<file path="src/rtl/dispatch_window_reader_pkg.sv">
// Shared constants and packet layout for the instruction-buffer dispatch interface.
// Latency: n/a (types and constants only).
// Backpressure: n/a.
package dispatch_window_reader_pkg;

    localparam int PKT_W          = 151;
    localparam int DISPATCH_WIDTH = 4;
    localparam int BRANCH_CNT_W   = 3;
    localparam int CKPT_COUNT     = 8;
    localparam int CKPT_W         = $clog2(CKPT_COUNT) + 1;
    localparam int FREE_W         = 7;

    // Decoded packet layout, MSB first; must stay in step with the instruction buffer.
    typedef struct packed {
        logic        isBranch;
        logic [31:0] pc;
        logic [31:0] predTarget;
        logic [31:0] inst;
        logic [5:0]  src1;
        logic [5:0]  src2;
        logic [5:0]  dest;
        logic [35:0] ctrl;
    } decoded_pkt_t;

    // The branch flag is the top bit of every packet.
    localparam int BRANCH_FLAG_BIT = PKT_W - 1;

    typedef logic [PKT_W-1:0] packet_t;

    function automatic logic pktIsBranch(input packet_t p);
        return p[BRANCH_FLAG_BIT];
    endfunction

endpackage

</file>
<file path="src/rtl/dispatch_window_reader_ckpt_credit_counter.sv">
// Free branch-checkpoint credit pool: debit on accepted windows, credit on releases.
// Latency: 1 cycle, the registered count reflects this cycle's debit/credit next cycle.
// Backpressure: none; the caller only debits when enough credits are present.
module ckpt_credit_counter
    import dispatch_window_reader_pkg::*;
(
    input  logic                    clk,
    input  logic                    reset,
    input  logic                    flush,
    input  logic                    accept,
    input  logic [BRANCH_CNT_W-1:0] consumeCnt,
    input  logic [BRANCH_CNT_W-1:0] releaseCnt,
    output logic [CKPT_W-1:0]       ckptFree
);

    // One extra bit so a release on a full pool is visible before clamping.
    logic [CKPT_W:0]   sum;
    logic              overflow;
    logic [CKPT_W-1:0] nextFree;

    // Debit and credit applied together, then clamped to the pool size.
    always_comb begin
        sum      = {1'b0, ckptFree}
                   - (accept ? (CKPT_W+1)'(consumeCnt) : '0)
                   + (CKPT_W+1)'(releaseCnt);
        overflow = (sum > (CKPT_W+1)'(CKPT_COUNT));
        nextFree = overflow ? CKPT_W'(CKPT_COUNT) : sum[CKPT_W-1:0];
    end

    // Reset and flush both refill the pool and drop any pending release.
    always_ff @(posedge clk) begin
        if (reset || flush) begin
            ckptFree <= CKPT_W'(CKPT_COUNT);
        end else begin
            ckptFree <= nextFree;
        end
    end

    // Releasing more checkpoints than were ever taken is an upstream bug.
    always @(posedge clk) begin
        if (!reset && !flush) begin
            assert (!overflow)
                else $warning("ckpt credit overflow clamped to pool size");
        end
    end

endmodule

</file>
<file path="src/rtl/dispatch_window_reader.sv">
// Takes a 4-instruction window from the instruction buffer and holds it for rename.
// Latency: 1 cycle from buffer head to windowValid_o; back-to-back windows without bubbles.
// Backpressure: stall_o freezes the buffer head on a full hold register, low credits, or flush.
module dispatch_window_reader
    import dispatch_window_reader_pkg::*;
(
    input  logic                    clk,
    input  logic                    reset,
    input  logic                    flush_i,
    input  logic                    instBufferReady_i,
    input  logic [PKT_W-1:0]        decodedPacket0_i,
    input  logic [PKT_W-1:0]        decodedPacket1_i,
    input  logic [PKT_W-1:0]        decodedPacket2_i,
    input  logic [PKT_W-1:0]        decodedPacket3_i,
    input  logic [BRANCH_CNT_W-1:0] branchCount_i,
    input  logic [FREE_W-1:0]       freeRegCnt_i,
    input  logic [BRANCH_CNT_W-1:0] ckptRelease_i,
    input  logic                    consumeReady_i,
    output logic                    stall_o,
    output logic                    windowValid_o,
    output logic [PKT_W-1:0]        decodedPacket0_o,
    output logic [PKT_W-1:0]        decodedPacket1_o,
    output logic [PKT_W-1:0]        decodedPacket2_o,
    output logic [PKT_W-1:0]        decodedPacket3_o,
    output logic [BRANCH_CNT_W-1:0] windowBranchCnt_o,
    output logic [CKPT_W-1:0]       ckptFree_o
);

    logic accept;

    // Stall is independent of instBufferReady_i so the buffer can use it unconditionally;
    // credit checks use the registered pool, so a release never unblocks its own cycle.
    always_comb begin
        stall_o = reset
                | flush_i
                | (windowValid_o & ~consumeReady_i)
                | (freeRegCnt_i < FREE_W'(DISPATCH_WIDTH))
                | (CKPT_W'(branchCount_i) > ckptFree_o);
        accept  = instBufferReady_i & ~stall_o;
    end

    // Hold register: load on accept (replacing a window being consumed), else drain.
    always_ff @(posedge clk) begin
        if (reset) begin
            windowValid_o     <= 1'b0;
            decodedPacket0_o  <= '0;
            decodedPacket1_o  <= '0;
            decodedPacket2_o  <= '0;
            decodedPacket3_o  <= '0;
            windowBranchCnt_o <= '0;
        end else if (flush_i) begin
            windowValid_o <= 1'b0;
        end else if (accept) begin
            windowValid_o     <= 1'b1;
            decodedPacket0_o  <= decodedPacket0_i;
            decodedPacket1_o  <= decodedPacket1_i;
            decodedPacket2_o  <= decodedPacket2_i;
            decodedPacket3_o  <= decodedPacket3_i;
            windowBranchCnt_o <= branchCount_i;
        end else if (consumeReady_i && windowValid_o) begin
            windowValid_o <= 1'b0;
        end
    end

    ckpt_credit_counter u_ckptCredit (
        .clk        (clk),
        .reset      (reset),
        .flush      (flush_i),
        .accept     (accept),
        .consumeCnt (branchCount_i),
        .releaseCnt (ckptRelease_i),
        .ckptFree   (ckptFree_o)
    );

    // Held window and credit pool must always stay within architectural limits.
    always @(posedge clk) begin
        if (!reset) begin
            assert (windowBranchCnt_o <= BRANCH_CNT_W'(DISPATCH_WIDTH))
                else $error("windowBranchCnt_o above dispatch width");
            assert (ckptFree_o <= CKPT_W'(CKPT_COUNT))
                else $error("ckptFree_o above pool size");
        end
    end

endmodule

</file>
<file path="config.mk">
export PLATFORM = sky130hd
export DESIGN_NAME = dispatch_window_reader
export DESIGN_NICKNAME = d
export VERILOG_FILES = /design/src/rtl/dispatch_window_reader_pkg.sv /design/src/rtl/dispatch_window_reader_ckpt_credit_counter.sv /design/src/rtl/dispatch_window_reader.sv
export SDC_FILE = /design/constraint.sdc
export NUM_CORES = 1
export LEC_CHECK = 0
export CORE_AREA = 2 2 476 478
export CTS_CLUSTER_DIAMETER = 200
export DETAILED_ROUTE_END_ITERATION = 12
export DIE_AREA = 0 0 478 480
export REMOVE_ABC_BUFFERS = 1
export SETUP_SLACK_MARGIN = 0.15
export SLEW_MARGIN = 5
export SYNTH_ARGS = -nofsm -noshare
export SYNTH_HDL_FRONTEND = slang
export SYNTH_SLANG_ARGS = --single-unit
export TNS_END_PERCENT = 50
</file>
<file path="constraint.sdc">
create_clock -name clk -period 4.8 [get_ports clk]
set_input_delay 0.48 -clock clk [delete_from_list [all_inputs] [get_ports clk]]
set_output_delay 0.48 -clock clk [all_outputs]
set_load 0.01 [all_outputs]
</file>
==> run metrics <==
run status completed; H-tree depth 3; critical path capture point type flip-flop; Synth top area share 45.17%; Chip Height 480 µm; Sw Share 25.97%; post-synthesis mux area share 33.39%; Worst Clk Skew 0.02579 ns; number of remaining DRC errors 0; Clock Tree Buf Depth 3; final setup vio count 0; core area 224000 µm²; # Max-Cap Violations 0; routed vias 19550; area grow syn2layout 64.18%; root buffer cell clkbuf_16; Fillers 24250; ys flop type dfxtp_1; Pint 10.88 mW; final design instance area without fill 44530 µm²; Post-DP Area 41850 µm²; area occupied by multi-input gates 13220 µm²; Placer Congestion 0.8558; TritonCTS Buffers 79; Rel. slew slack 29.22%; # Post-CTS Setup Buffers 0; crit path capture u_ckptCredit.ckptFree[2]; num rows 174; R2R depth 13; post-synthesis adder-cell area fraction 0.5905%; Sequential Power Share 38.5%; Post-synth EDFFs 0; Synth Area in Simple Gates 14.40%; 1st-iter DRT viols 548; Boundary Pins 1235; ANT nets after route 0; worst reg2reg endpoint u_ckptCredit.ckptFree[2]; Skew-Pair Late Insertion Delay 0.69 ns; final worst setup slack 1.354 ns; final WL 127.0 mm; synth warn 0; setup TNS 0 ns; total gr overflow 0; TritonCTS clock tree built; register bit count reported by yosys 612; count leader, synth dfxtp_1; Pins Over Slew Limit 0; Slew @ Worst Pin 1.062 ns; share of layout cells above drive strength 1 23.02%; Final Hold Vio Count 0; FF/Latch Area 12250 µm²; post-synthesis compound-gate area fraction 0.2999%; dominant cells by area after synthesis dfxtp_1 (45%), mux2_4 (33%), nor2b_1 (14%), buf_12 (4.8%), clkbuf_1 (0.93%); hold_ws 0.3298 ns; nets 3852; die width 478 µm; Final Cycle Share 71.79%; worst reg2reg path startpoint u_ckptCredit.ckptFree[1]; sequential share of the synthesized area 45.17%; Synth top cells by count dfxtp_1 (612), nor2b_1 (604), mux2_4 (590); Worst-path clk slew 0.06 ns; post-place setup slack 0.7208 ns; DR WL/cell 20.21 µm; Async SR Flop Fraction 0%; initial core utilization 12.11%; hold-fix buffer count after cts 0; NetSw 3.816 mW; Req. time, crit path 5.39 ns; Yosys top cell by area dfxtp_1; clock sink count 612; Overall Power 14.69 mW; flop-to-flop setup slack 1.35 ns; CP arrival 4.03 ns; port buffer count 1232; post-synthesis xor/xnor area fraction 0.06459%; startpoint types flip-flop; Total Die Area 229400 µm²; Fmax 290.2 MHz; mapped cell area 27120 µm²; clock share of power 42.1%; Critical Path Source u_ckptCredit.ckptFree[1]; Combinational Power Share 19.4%; total track usage 10.62%; Synth cell types 32; Final min period 3.446 ns; Syn Area/Cell 13.40 µm²; number of global-route vias before repair 20740; largest family of logic cells by synthesized area multiplexers; Max FO, Critical Path 8; hpwl dp 101.7 mm; Crit Path Class flip-flop to flip-flop; post-CTS sizing 0; first-pass GRT wire length 170.8 mm; Max VDD drop 253.1 µV; number of vias per cell 3.110; Cells after Synth 2024; P_leak 18.23 nW; largest net degree at the start of global routing 162; RSZ-0062 raised after global routing no; initial antenna violation count 97; drt pass-1 iters 4; Hold Crit Class primary input to flip-flop; pwr dens 330.0 nW/µm²
==> worst max-delay path, stage by stage, from the launching register on <==
cell and delay [ns]:
dfxtp_1 0.32, inv_1 0.08, ha_1 0.30, inv_1 0.05, o21ai_0 0.21, a311o_2 0.39, nor2_1 0.09, fa_1 0.50
inv_1 0.07, fa_1 0.45, a21o_1 0.21, a311oi_1 0.33, nand2_1 0.15, nor3b_1 0.21
==> per-stage QoR <==
stage | cells | utilization [%]
floorplan | 1888 | -
global placement | 6130 | 18.68
detailed placement | 6130 | 18.68
CTS | 6267 | 19.86
global route | 6271 | 19.86
finish | 6286 | 19.88
==> cells by family after synthesis <==
kind of cell	Yosys count
mux	608
flops	612
fa+ha+maj	11
simple gates	627
buf+inv	153
xor+xnor	2
compound gates	11
==> worst min path at each step <==
stage / from / to / slack, ns / cells past startpoint
final: reset / decodedPacket3_o[33] / 0.33 / 3
after global routing: reset / decodedPacket3_o[113] / 0.30 / 3
after CTS: reset / decodedPacket3_o[113] / 0.24 / 3
after detailed placement: windowBranchCnt_o[2] / windowBranchCnt_o[2] / 0.48 / 2
after global placement: windowBranchCnt_o[2] / windowBranchCnt_o[2] / 0.47 / 2
after floorplan: windowBranchCnt_o[1] / windowBranchCnt_o[1] / 0.50 / 2
==> layout by cell type, fill, tap and decap left out, types with 2 or more instances in the layout <==
cell	count
a21o_1	2
a21oi_1	2
buf_12	8
buf_4	10
bufinv_16	7
clkbuf_1	10
clkbuf_16	80
clkbuf_8	13
clkdlybuf4s50_1	1231
clkinv_2	12
clkinv_4	5
clkinvlp_4	3
dfxtp_1	612
diode_2	19
fa_1	3
ha_1	8
inv_1	17
inv_6	5
mux2_2	14
mux2_4	590
mux2i_1	4
nand2b_1	4
nand3_1	4
nor2_1	7
nor2b_1	604
nor3b_1	3
o31ai_1	2
==> routing by layer <==
layer / wire length [µm] / GRT usage (%) / vias up
met1: 45510 / 10.71 / 9178
met2: 60100 / 17.84 / 972
met3: 16850 / 6.320 / 243
li1: - / - / 9093
met5: 423 / 0 / -
met4: 4150 / 4.128 / 66
==> registers in the layout, indices dropped and copies added, names as in the netlist <==
| signal | cells |
|---|---|
| windowValid_o | 1 |
| u_ckptCredit.ckptFree | 4 |
| decodedPacket1_o | 151 |
| decodedPacket2_o | 151 |
| decodedPacket3_o | 151 |
| decodedPacket0_o | 151 |
| windowBranchCnt_o | 3 |
==> cell type report <==
type / instances / area share [%]
multi-input cells: 1259 / 29.70
repair buffers: 1250 / 28.23
flip-flops and latches: 612 / 27.52
well taps: 2992 / 8.407
clock buffers: 103 / 4.982
clock inverters: 34 / 0.9160
inverters: 17 / 0.1433
diodes: 19 / 0.1068
==> power by group through the flow <==
stage	clock (mW)	combinational, mW	sequential, mW
after global routing	6.62	3.01	5.70
after floorplan	0	1.98	5.90
after detailed placement	0	2.89	5.75
after CTS	6.50	2.91	5.66
after global placement	0	2.88	5.75
final	6.19	2.85	5.66
Power figures use the tool's default switching activity.
